## config.mk

```make
export PLATFORM = sky130hd
export DESIGN_NAME = rrb_arb
export DESIGN_NICKNAME = d
export VERILOG_FILES = /design/src/rtl/arb_pkg.sv /design/src/rtl/pry2thr.sv /design/src/rtl/rrb_arb.sv
export SDC_FILE = /design/constraint.sdc
export NUM_CORES = 1
export LEC_CHECK = 0
export BUFFER_PORTS_ARGS = -buffer_cell sky130_fd_sc_hd__buf_2
export CAP_MARGIN = 40
export CORE_UTILIZATION = 49
export CTS_CLUSTER_DIAMETER = 150
export DETAILED_ROUTE_END_ITERATION = 10
export PLACE_DENSITY_LB_ADDON = 0.2
export SETUP_SLACK_MARGIN = 0.2
export SYNTH_ARGS = -nofsm -noshare
export SYNTH_HDL_FRONTEND = slang
export SYNTH_SLANG_ARGS = --single-unit
```

## constraint.sdc

```tcl
create_clock -name clk -period 2 [get_ports clk]
set_input_delay 0.3 -clock clk [delete_from_list [all_inputs] [get_ports clk]]
set_output_delay 0.3 -clock clk [all_outputs]
set_load 0.01 [all_outputs]
```

## src/rtl/arb_pkg.sv

```systemverilog
`default_nettype none
// ============================================================================
// Module   : arb_pkg
// Brief    : Shared types and helpers for the round-robin arbiter slice:
//            arbiter state encoding, integer log-base function and the
//            thermometer-to-one-hot conversion.
// Revision : 1.0 - initial release
// ============================================================================
package arb_pkg;

  // Widest vector the one-hot helper accepts; callers size-cast in and out.
  localparam int MAX_W = 64;

  typedef enum logic [0:0] {
    IDLE  = 1'b0,
    GRANT = 1'b1
  } arb_state_t;

  // Smallest n such that base**n >= value (value >= 1, base >= 2).
  function automatic int clogbase(input int value, input int base);
    int n;
    int p;
    n = 0;
    p = 1;
    while (p < value) begin
      p = p * base;
      n = n + 1;
    end
    return n;
  endfunction

  // An LSB thermometer has exactly one 0->1 edge; isolate it.
  function automatic logic [MAX_W-1:0] onehot_from_thr(input logic [MAX_W-1:0] thr);
    return thr & ~(thr << 1);
  endfunction

endpackage
`default_nettype wire

```

## src/rtl/pry2thr.sv

```systemverilog
`default_nettype none
// ============================================================================
// Module   : pry2thr
// Brief    : Priority-to-thermometer. With DIRECTION="LSB", thr[i]=1 for
//            every i at or above the lowest set bit of pry; "MSB" mirrors
//            this. The input is zero-padded to SPLIT**levels so any WIDTH
//            works. IMPLEMENTATION 0 = ripple scan, otherwise log-depth scan.
// Revision : 1.0 - initial release
// ============================================================================
module pry2thr
  import arb_pkg::*;
#(
  parameter int WIDTH          = 8,
  parameter int SPLIT          = 2,
  parameter int IMPLEMENTATION = 0,
  parameter     DIRECTION      = "LSB"
) (
  input  logic [WIDTH-1:0] pry,
  output logic [WIDTH-1:0] thr,
  output logic             vld
);

  localparam int C_LEVELS = clogbase(WIDTH, SPLIT);
  localparam int C_PW     = SPLIT ** C_LEVELS;

  logic [WIDTH-1:0] w_in;
  logic [WIDTH-1:0] w_out;
  logic [C_PW-1:0]  w_pad;
  logic [C_PW-1:0]  w_scan;

  // Orientation: the scan always runs LSB-first, MSB mode mirrors around it.
  generate
    if (DIRECTION == "MSB") begin : g_msb
      for (genvar i = 0; i < WIDTH; i++) begin : g_rev
        assign w_in[i] = pry[WIDTH-1-i];
        assign thr[i]  = w_out[WIDTH-1-i];
      end
    end else begin : g_lsb
      assign w_in = pry;
      assign thr  = w_out;
    end
  endgenerate

  assign w_pad = C_PW'(w_in);

  generate
    if (IMPLEMENTATION == 0) begin : g_ripple
      // Linear prefix-OR from bit 0 upward.
      always_comb begin
        w_scan    = '0;
        w_scan[0] = w_pad[0];
        for (int i = 1; i < C_PW; i++) begin
          w_scan[i] = w_scan[i-1] | w_pad[i];
        end
      end
    end else begin : g_tree
      // Log-depth prefix-OR by doubling shift distance.
      always_comb begin
        w_scan = w_pad;
        for (int s = 1; s < C_PW; s = s * 2) begin
          w_scan = w_scan | (w_scan << s);
        end
      end
    end
  endgenerate

  // Pad bits are zero, so every bit from WIDTH-1 upward equals "any set".
  assign w_out = w_scan[WIDTH-1:0];
  assign vld   = |w_scan[C_PW-1:WIDTH-1];

endmodule
`default_nettype wire

```

## src/rtl/rrb_arb.sv

```systemverilog
`default_nettype none
// ============================================================================
// Module   : rrb_arb
// Brief    : Round-robin arbiter with a registered one-hot grant held until
//            the consumer accepts a beat flagged last. Masked and unmasked
//            pry2thr searches pick the next winner above the last one.
// Revision : 1.0 - initial release
// ============================================================================
module rrb_arb
  import arb_pkg::*;
#(
  parameter int WIDTH          = 8,
  parameter int SPLIT          = 2,
  parameter int IMPLEMENTATION = 0
) (
  input  logic                     clk,
  input  logic                     rst_n,
  input  logic [WIDTH-1:0]         req,
  output logic [WIDTH-1:0]         gnt,
  output logic                     gnt_vld,
  output logic [$clog2(WIDTH)-1:0] gnt_idx,
  input  logic                     ack,
  input  logic                     lst
);

  localparam int C_IW = $clog2(WIDTH);

  arb_state_t       r_state;
  arb_state_t       w_state_nxt;
  logic [WIDTH-1:0] r_gnt;
  logic [WIDTH-1:0] w_gnt_nxt;
  logic [WIDTH-1:0] r_msk;
  logic [WIDTH-1:0] w_msk_nxt;
  logic [C_IW-1:0]  r_idx;
  logic [C_IW-1:0]  w_idx_nxt;
  logic [C_IW-1:0]  w_idx_sel;
  logic [WIDTH-1:0] w_msk_above;
  logic [WIDTH-1:0] w_req_eff;
  logic [WIDTH-1:0] w_msk_eff;
  logic [WIDTH-1:0] w_req_m;
  logic [WIDTH-1:0] w_thr_m;
  logic [WIDTH-1:0] w_thr_u;
  logic [WIDTH-1:0] w_oh;
  logic             w_vld_m;
  logic             w_vld_u;
  logic             w_done;

  assign w_done = (r_state == GRANT) && ack && lst;

  // Positions strictly above the current one-hot winner (zero for the top bit).
  assign w_msk_above = ~(r_gnt | (r_gnt - WIDTH'(1)));

  // While granting, re-arbitration looks ahead with the post-packet mask and
  // drops the current winner so it can only come back through IDLE.
  assign w_req_eff = (r_state == GRANT) ? (req & ~r_gnt) : req;
  assign w_msk_eff = (r_state == GRANT) ? w_msk_above : r_msk;
  assign w_req_m   = w_req_eff & w_msk_eff;

  pry2thr #(
    .WIDTH          (WIDTH),
    .SPLIT          (SPLIT),
    .IMPLEMENTATION (IMPLEMENTATION),
    .DIRECTION      ("LSB")
  ) u_thr_masked (
    .pry (w_req_m),
    .thr (w_thr_m),
    .vld (w_vld_m)
  );

  pry2thr #(
    .WIDTH          (WIDTH),
    .SPLIT          (SPLIT),
    .IMPLEMENTATION (IMPLEMENTATION),
    .DIRECTION      ("LSB")
  ) u_thr_unmasked (
    .pry (w_req_eff),
    .thr (w_thr_u),
    .vld (w_vld_u)
  );

  assign w_oh = w_vld_m ? WIDTH'(onehot_from_thr(MAX_W'(w_thr_m)))
                        : WIDTH'(onehot_from_thr(MAX_W'(w_thr_u)));

  // Binary index of the selected one-hot by OR-ing in each set position.
  always_comb begin
    w_idx_sel = '0;
    for (int i = 0; i < WIDTH; i++) begin
      if (w_oh[i]) begin
        w_idx_sel = w_idx_sel | C_IW'(i);
      end
    end
  end

  // Next-state: load a winner from IDLE, hold while locked, hand over on last.
  always_comb begin
    w_state_nxt = r_state;
    w_gnt_nxt   = r_gnt;
    w_idx_nxt   = r_idx;
    w_msk_nxt   = r_msk;
    case (r_state)
      IDLE: begin
        if (w_vld_u) begin
          w_state_nxt = GRANT;
          w_gnt_nxt   = w_oh;
          w_idx_nxt   = w_idx_sel;
        end
      end
      GRANT: begin
        if (w_done) begin
          w_msk_nxt = w_msk_above;
          if (w_vld_u) begin
            w_gnt_nxt = w_oh;
            w_idx_nxt = w_idx_sel;
          end else begin
            w_state_nxt = IDLE;
            w_gnt_nxt   = '0;
            w_idx_nxt   = '0;
          end
        end
      end
      default: begin
        w_state_nxt = IDLE;
        w_gnt_nxt   = '0;
        w_idx_nxt   = '0;
      end
    endcase
  end

  // State, grant and pointer registers; reset drops any lock immediately.
  always_ff @(posedge clk or negedge rst_n) begin
    if (!rst_n) begin
      r_state <= IDLE;
      r_gnt   <= '0;
      r_idx   <= '0;
      r_msk   <= '0;
    end else begin
      r_state <= w_state_nxt;
      r_gnt   <= w_gnt_nxt;
      r_idx   <= w_idx_nxt;
      r_msk   <= w_msk_nxt;
    end
  end

  assign gnt     = r_gnt;
  assign gnt_idx = r_idx;
  assign gnt_vld = (r_state == GRANT);

endmodule
`default_nettype wire

```

Word-level counts from Yosys, hierarchy flattened
Cells that the tools add are included.
{ "op_classes": {"addsub": 1, "eq_ne": 2, "mux": 21, "bitwise": 24, "n_reduce_logical": 4} }
{ "op_table": {"columns": ["operator", "count"], "rows": [
  ["$mux 8", 6],
  ["$and 8x8->8", 4],
  ["$not 8->8", 4],
  ["$mux 3", 7],
  ["$pmux 8 s2", 1],
  ["$or 1x1->1", 14],
  ["$or 8x8->8", 1],
  ["$sub 8x1->8 const B", 1],
  ["$pmux 3 s2", 1],
  ["$mux 2", 2],
  ["$ne 2x1->1 const B", 2],
  ["$reduce_and 2->1", 2],
  ["$mux 1", 3],
  ["$logic_and 1x1->1", 2],
  ["$pmux 1 s2", 1],
  ["$not 1->1", 1]
]} }
{ "totals": {"register_bits": 20, "input_bits": 12, "out_inout_bits": 12, "word_cells": 56} }

Logic depth before layout (Yosys ltp)
{ "depth": {"ltp_word": 24, "ltp_mapped": 10, "ltp_nobuf": 7} }

Cells and area by module
From an unflattened synthesis, not the netlist that was laid out.
{ "unflattened": {"cells_unflattened": 146, "hier_area_um2": 1303.8} }
{ "by_module_without_submodules": {"columns": ["module", "instances", "cells_each", "area_each_um2", "seq_area_each_um2"], "rows": [
  ["rrb_arb", 1, 122, 1136.1, 475.5],
  ["pry2thr", 2, 12, 83.8, 0.0]
]} }

Least setup slack after synthesis
Ideal clock, no wire load.
{ "synth_path": {"path_kind": "reg-to-reg", "from": "register r_gnt[1] (netlist: gnt[1])", "to": "register r_idx[0] (netlist: gnt_idx[0])", "setup_ps": 73, "arrival_time_ps": 2076, "required_ps": 1927, "path_slack_ps": -149, "path_stages_with_launch": 9, "path_buffers": 1, "synth_period_minus_slack_ps": 2149, "cell_sequence": "dfrtp_1 -> buf_6 -> or4_4 -> nor3_2 -> o31a_2 -> and4bb_4 -> nand2_4 -> o41ai_4 -> nand4bb_1"} }
{ "synth_via": {"elab_chain_cells": 23, "word_cells_on_any_way": 40, "cone_classes": "1 x add/sub; 1 x eq/ne; 14 x mux; 23 x bitwise; 1 x reduce/logical"} }
{ "synth_lines": {"columns": ["item", "line_no", "rtl"], "rows": [
  ["start, declared", "rrb_arb.sv:30", "logic [WIDTH-1:0] r_gnt;"],
  ["start signal, assigned", "rrb_arb.sv:138", "r_gnt <= w_gnt_nxt;"],
  ["$sub 8x1->8", "rrb_arb.sv:51", "assign w_msk_above = ~(r_gnt | (r_gnt - WIDTH'(1)));"],
  ["$or 8x8->8", "rrb_arb.sv:51", null],
  ["$not 8->8", "rrb_arb.sv:51", null],
  ["$mux 8", "rrb_arb.sv:56", "assign w_msk_eff = (r_state == GRANT) ? w_msk_above : r_msk;"],
  ["$and 8x8->8", "rrb_arb.sv:57", "assign w_req_m = w_req_eff & w_msk_eff;"],
  ["$or 1x1->1 (7 in a row)", "pry2thr.sv:53", "w_scan[i] = w_scan[i-1] | w_pad[i];"],
  ["$mux 8", "rrb_arb.sv:81", "assign w_oh = w_vld_m ? WIDTH'(onehot_from_thr(MAX_W'(w_thr_m)))"],
  ["$mux 1", "rrb_arb.sv:88", "if (w_oh[i]) begin"],
  ["$mux 2 (2 in a row)", "rrb_arb.sv:88", null],
  ["$mux 3 (4 in a row)", "rrb_arb.sv:88", null],
  ["$mux 3", "rrb_arb.sv:111", "if (w_vld_u) begin"],
  ["$mux 3", "rrb_arb.sv:109", "if (w_done) begin"],
  ["$pmux 3 s2", "rrb_arb.sv:100", "case (r_state)"],
  ["end signal, assigned", "rrb_arb.sv:139", "r_idx <= w_idx_nxt;"],
  ["end, declared", "rrb_arb.sv:34", "logic [C_IW-1:0] r_idx;"]
]} }
Parallel ways exist; a longest one is shown, timed or not. The select of a mux whose other input is x is not followed.
A chain may end at the register's enable or synchronous reset.

Final worst setup path
Ends and elaborated chain as after synthesis.

==> results.txt <==
Io pins -> 24
Final wirelength -> 4032 um
Fmax -> 451.5 MHz
WL/cell -> 16.73 um
CP startpoint -> gnt[1]
Max stage delay on crit path -> 0.46 ns
Largest net degree at the start of global routing -> 20
Mapped Area -> 1333 sq um
PortBufs -> 23
P_sw -> 1.236 mW
WS Path Type -> reg2reg
NumNets Final -> 224
Status -> complete, but fails checks
Buf/Inv on CP -> 1
Std cell rows -> 18
Net Sw Frac -> 0.4215
RSZ-0062 raised after global routing -> true
H-Tree Depth -> 1
Final core occ -> 0.7693
Initial antenna violation count -> 0
Yosys cell types -> 49
Slew @ Worst Pin -> 0.4370 ns
CP startpoint kind -> flip-flop
Internal power -> 1.696 mW
GRT Residual Overflow -> 0
Sequential power share -> 0.244
Core area -> 2522 sq um
Crit-path slowest cell -> dfrtp_2
Syn nets -> 161
Leakage -> 0.9598 nW
Number of flops mapped to enable cells by yosys -> 0
Via/cell ratio -> 6.083
Initial DRT Pass Iterations -> 4
Most frequent cell after synthesis -> nand2_1
Largest cells by area after synthesis -> dfrtp_1, nand2_1, o31ai_1
Period utilization -> 1.108
Part of the power in combinational logic -> 0.686
Die height -> 54.15 um
Most frequent cells after synthesis -> nand2_1, dfrtp_1, o31ai_1
Critical-path cell list -> buf_4 -> o21ba_1 -> mux2_2 -> a211oi_4 -> and4bb_4 -> nand2_4 -> o41ai_4 -> nand4bb_1
Ratio of cells with drive above 1 in the final layout -> 0.4739
Width of the die -> 54.15 um
Min-Delay Startpoint -> req[0]
R2r startpoint -> gnt[1]
Critical Path RT -> 2.25 ns
Final setup TNS -> -1.420 ns
Violated checks -> negative setup slack
Max Cap Violations -> 0
CTS clk-pin slew, worst paths -> 0.11 ns
Top cell type's share of synthesized area -> 0.3568
Clk root buf -> clkbuf_4
Die area -> 2932 sq um
Setup ws final -> -0.2150 ns
Cells after Synth -> 149
CP delay by family, top -> compound AO/OA/AOI/OAI gates
Vias -> 1466
Worst Path Arrival -> 2.46 ns
Hold slack -> 0.3089 ns
HP Class -> in2reg
Final hold vios -> 0
DP HPWL -> 2702 um
First DRT Iteration DRCs -> 72
Slew HR -> 0.7087
Clock tree buffer depth -> 2
Sequential area share after synthesis -> 0.3568
CTS tree -> built
P&R area growth vs syn -> 45.63%
Final setup violation count -> 10
Clock buffer count from CTS -> 3
Power Density -> 1511 nW/um^2
Ys async rst share -> 1.000
Avg Cell Area, Syn -> 8.943 sq um
Clk pwr share -> 0.070
Initial core utilization -> 0.5283
Max Slew Vio Count -> 0
Tmin final -> 2.215 ns
Dominant cell type by area after synthesis -> dfrtp_1
Max IR drop VDD -> 1147 uV
CP Capture Type -> flip-flop
Synth warn -> 0
Sink Count -> 19
First-pass GRT wire length -> 6189 um
Number of global-route vias before repair -> 1335
DRC errors left -> 0
GRT Overall Usage -> 0.2969
Gp weighted congestion -> 0.9923
Worst clock skew -> 0.005927 ns
Antenna Diode Count -> 0
Worst-skew pair later-pin latency -> 0.30 ns
Synth Register Bits -> 19
Final ANT Viol Nets -> 0
Synth Flop Type -> dfrtp_1
Largest fanout on the critical path -> 5
-- layout make-up --
cell class / instances / area [sq um]
Multi-Input combinational cell: 117 / 923.4
Fill cell: 161 / 581.8
Tap cell: 30 / 37.54
Timing Repair Buffer: 66 / 455.4
Sequential cell: 19 / 479.2
Clock buffer: 4 / 26.28
Inverter: 5 / 18.77
-- path summary, 6_finish.rpt --
| path | endpoint | slack [ns] | depth (start not counted) |
|---|---|---|---|
| max in group asynchronous | gnt[4] | 1.21 | 2 |
| min | gnt[0] | 0.31 | 3 |
| max reg2reg | gnt_idx[0] | -0.22 | 8 |
| max | gnt_idx[0] | -0.22 | 8 |
| min in group asynchronous | r_msk[3] | 0.46 | 2 |
| min reg2reg | r_msk[3] | 0.50 | 2 |
-- per-layer routing --
metal	part of all wire	global-route usage	vias up
li1	-	-	679
met1	0.43	0.3911	714
met2	0.48	0.4797	62
met3	0.072	0.06497	11
met4	0.013	0.08974	0
met5	0	0	-
-- worst reg2reg max path, delay by kind of cell (launching register included) --
kind,cells,cell delay (ns)
AND/OR/NAND/NOR,3,0.57
AO/OA/AOI/OAI,3,0.67
multiplexers,1,0.30
flip-flops,1,0.46
buffers and inverters,1,0.15
-- placed cells by master (no fill, tap or decap), types with 2 or more instances in the layout --
| master | netlist | layout |
|---|---|---|
| inv_1 | 5 | 5 |
| clkbuf_4 | 0 | 3 |
| o21ai_0 | 3 | 2 |
| nor3_4 | 0 | 2 |
| o21ai_1 | 2 | 2 |
| nor4b_4 | 0 | 2 |
| a21o_1 | 4 | 4 |
| buf_6 | 1 | 4 |
| nand2_1 | 33 | 32 |
| o221ai_1 | 2 | 2 |
| dfrtp_1 | 19 | 16 |
| o211ai_1 | 2 | 2 |
| buf_4 | 0 | 38 |
| nand3b_1 | 6 | 6 |
| nor2_1 | 4 | 4 |
| nand2b_4 | 0 | 2 |
| nand2b_1 | 7 | 5 |
| o31a_2 | 2 | 2 |
| o31ai_1 | 8 | 7 |
| nand3_1 | 5 | 5 |
| buf_2 | 4 | 23 |
| a31oi_1 | 3 | 2 |
| mux2_2 | 2 | 2 |
| dfrtp_2 | 0 | 3 |
| o31ai_2 | 1 | 2 |
-- sequential cells by signal (all words and copies together) (netlist names) --
| signal | flops |
|---|---|
| gnt | 8 |
| gnt_idx | 3 |
| gnt_vld | 1 |
| r_msk | 7 |
-- cell families (layout without fill, tap and decap cells) --
logic type,count (synthesis),in the layout,synth area share
buffers and inverters,13,75,0.04601
DFF,19,19,0.3568
and+or+nand+nor,74,74,0.3202
muxes,2,2,0.01690
AOI/OAI and AO/OA,41,41,0.2601
-- power groups by stage --
stage	clock [mW]	sequential, mW	combinational, mW
6_report	0.204	0.717	2.01
5_1_grt	0.219	0.736	2.16
4_1_cts	0.204	0.712	1.88
3_5_place_dp	0	0.707	1.62
3_3_place_gp	0	0.694	1.59
2_1_floorplan	0	0.704	0.913
-- per-stage QoR --
stage          area [sq um]  std cells  setup slack, ns  power, mW
2_1_floorplan          1335        149          -0.1486      1.617
5_1_grt                1941        241          -0.3175      3.111
4_1_cts                1881        240          -0.1764      2.794
6_report               1941        241          -0.2150      2.932
3_5_place_dp           1715        230          -0.2127      2.322
3_3_place_gp           1715        230          -0.1499      2.281
-- what timing repair did --
action / in CTS / in global routing
pin swaps: 3 / 0
hold buffers: 1 / 0
buffers inserted: 5 / 1
endpoints found under the setup margin: 11 / 11
endpoints found under the hold margin: 19 / 0
gates resized for setup: 19 / 9
No activity file was read; power rests on OpenSTA's default activity.
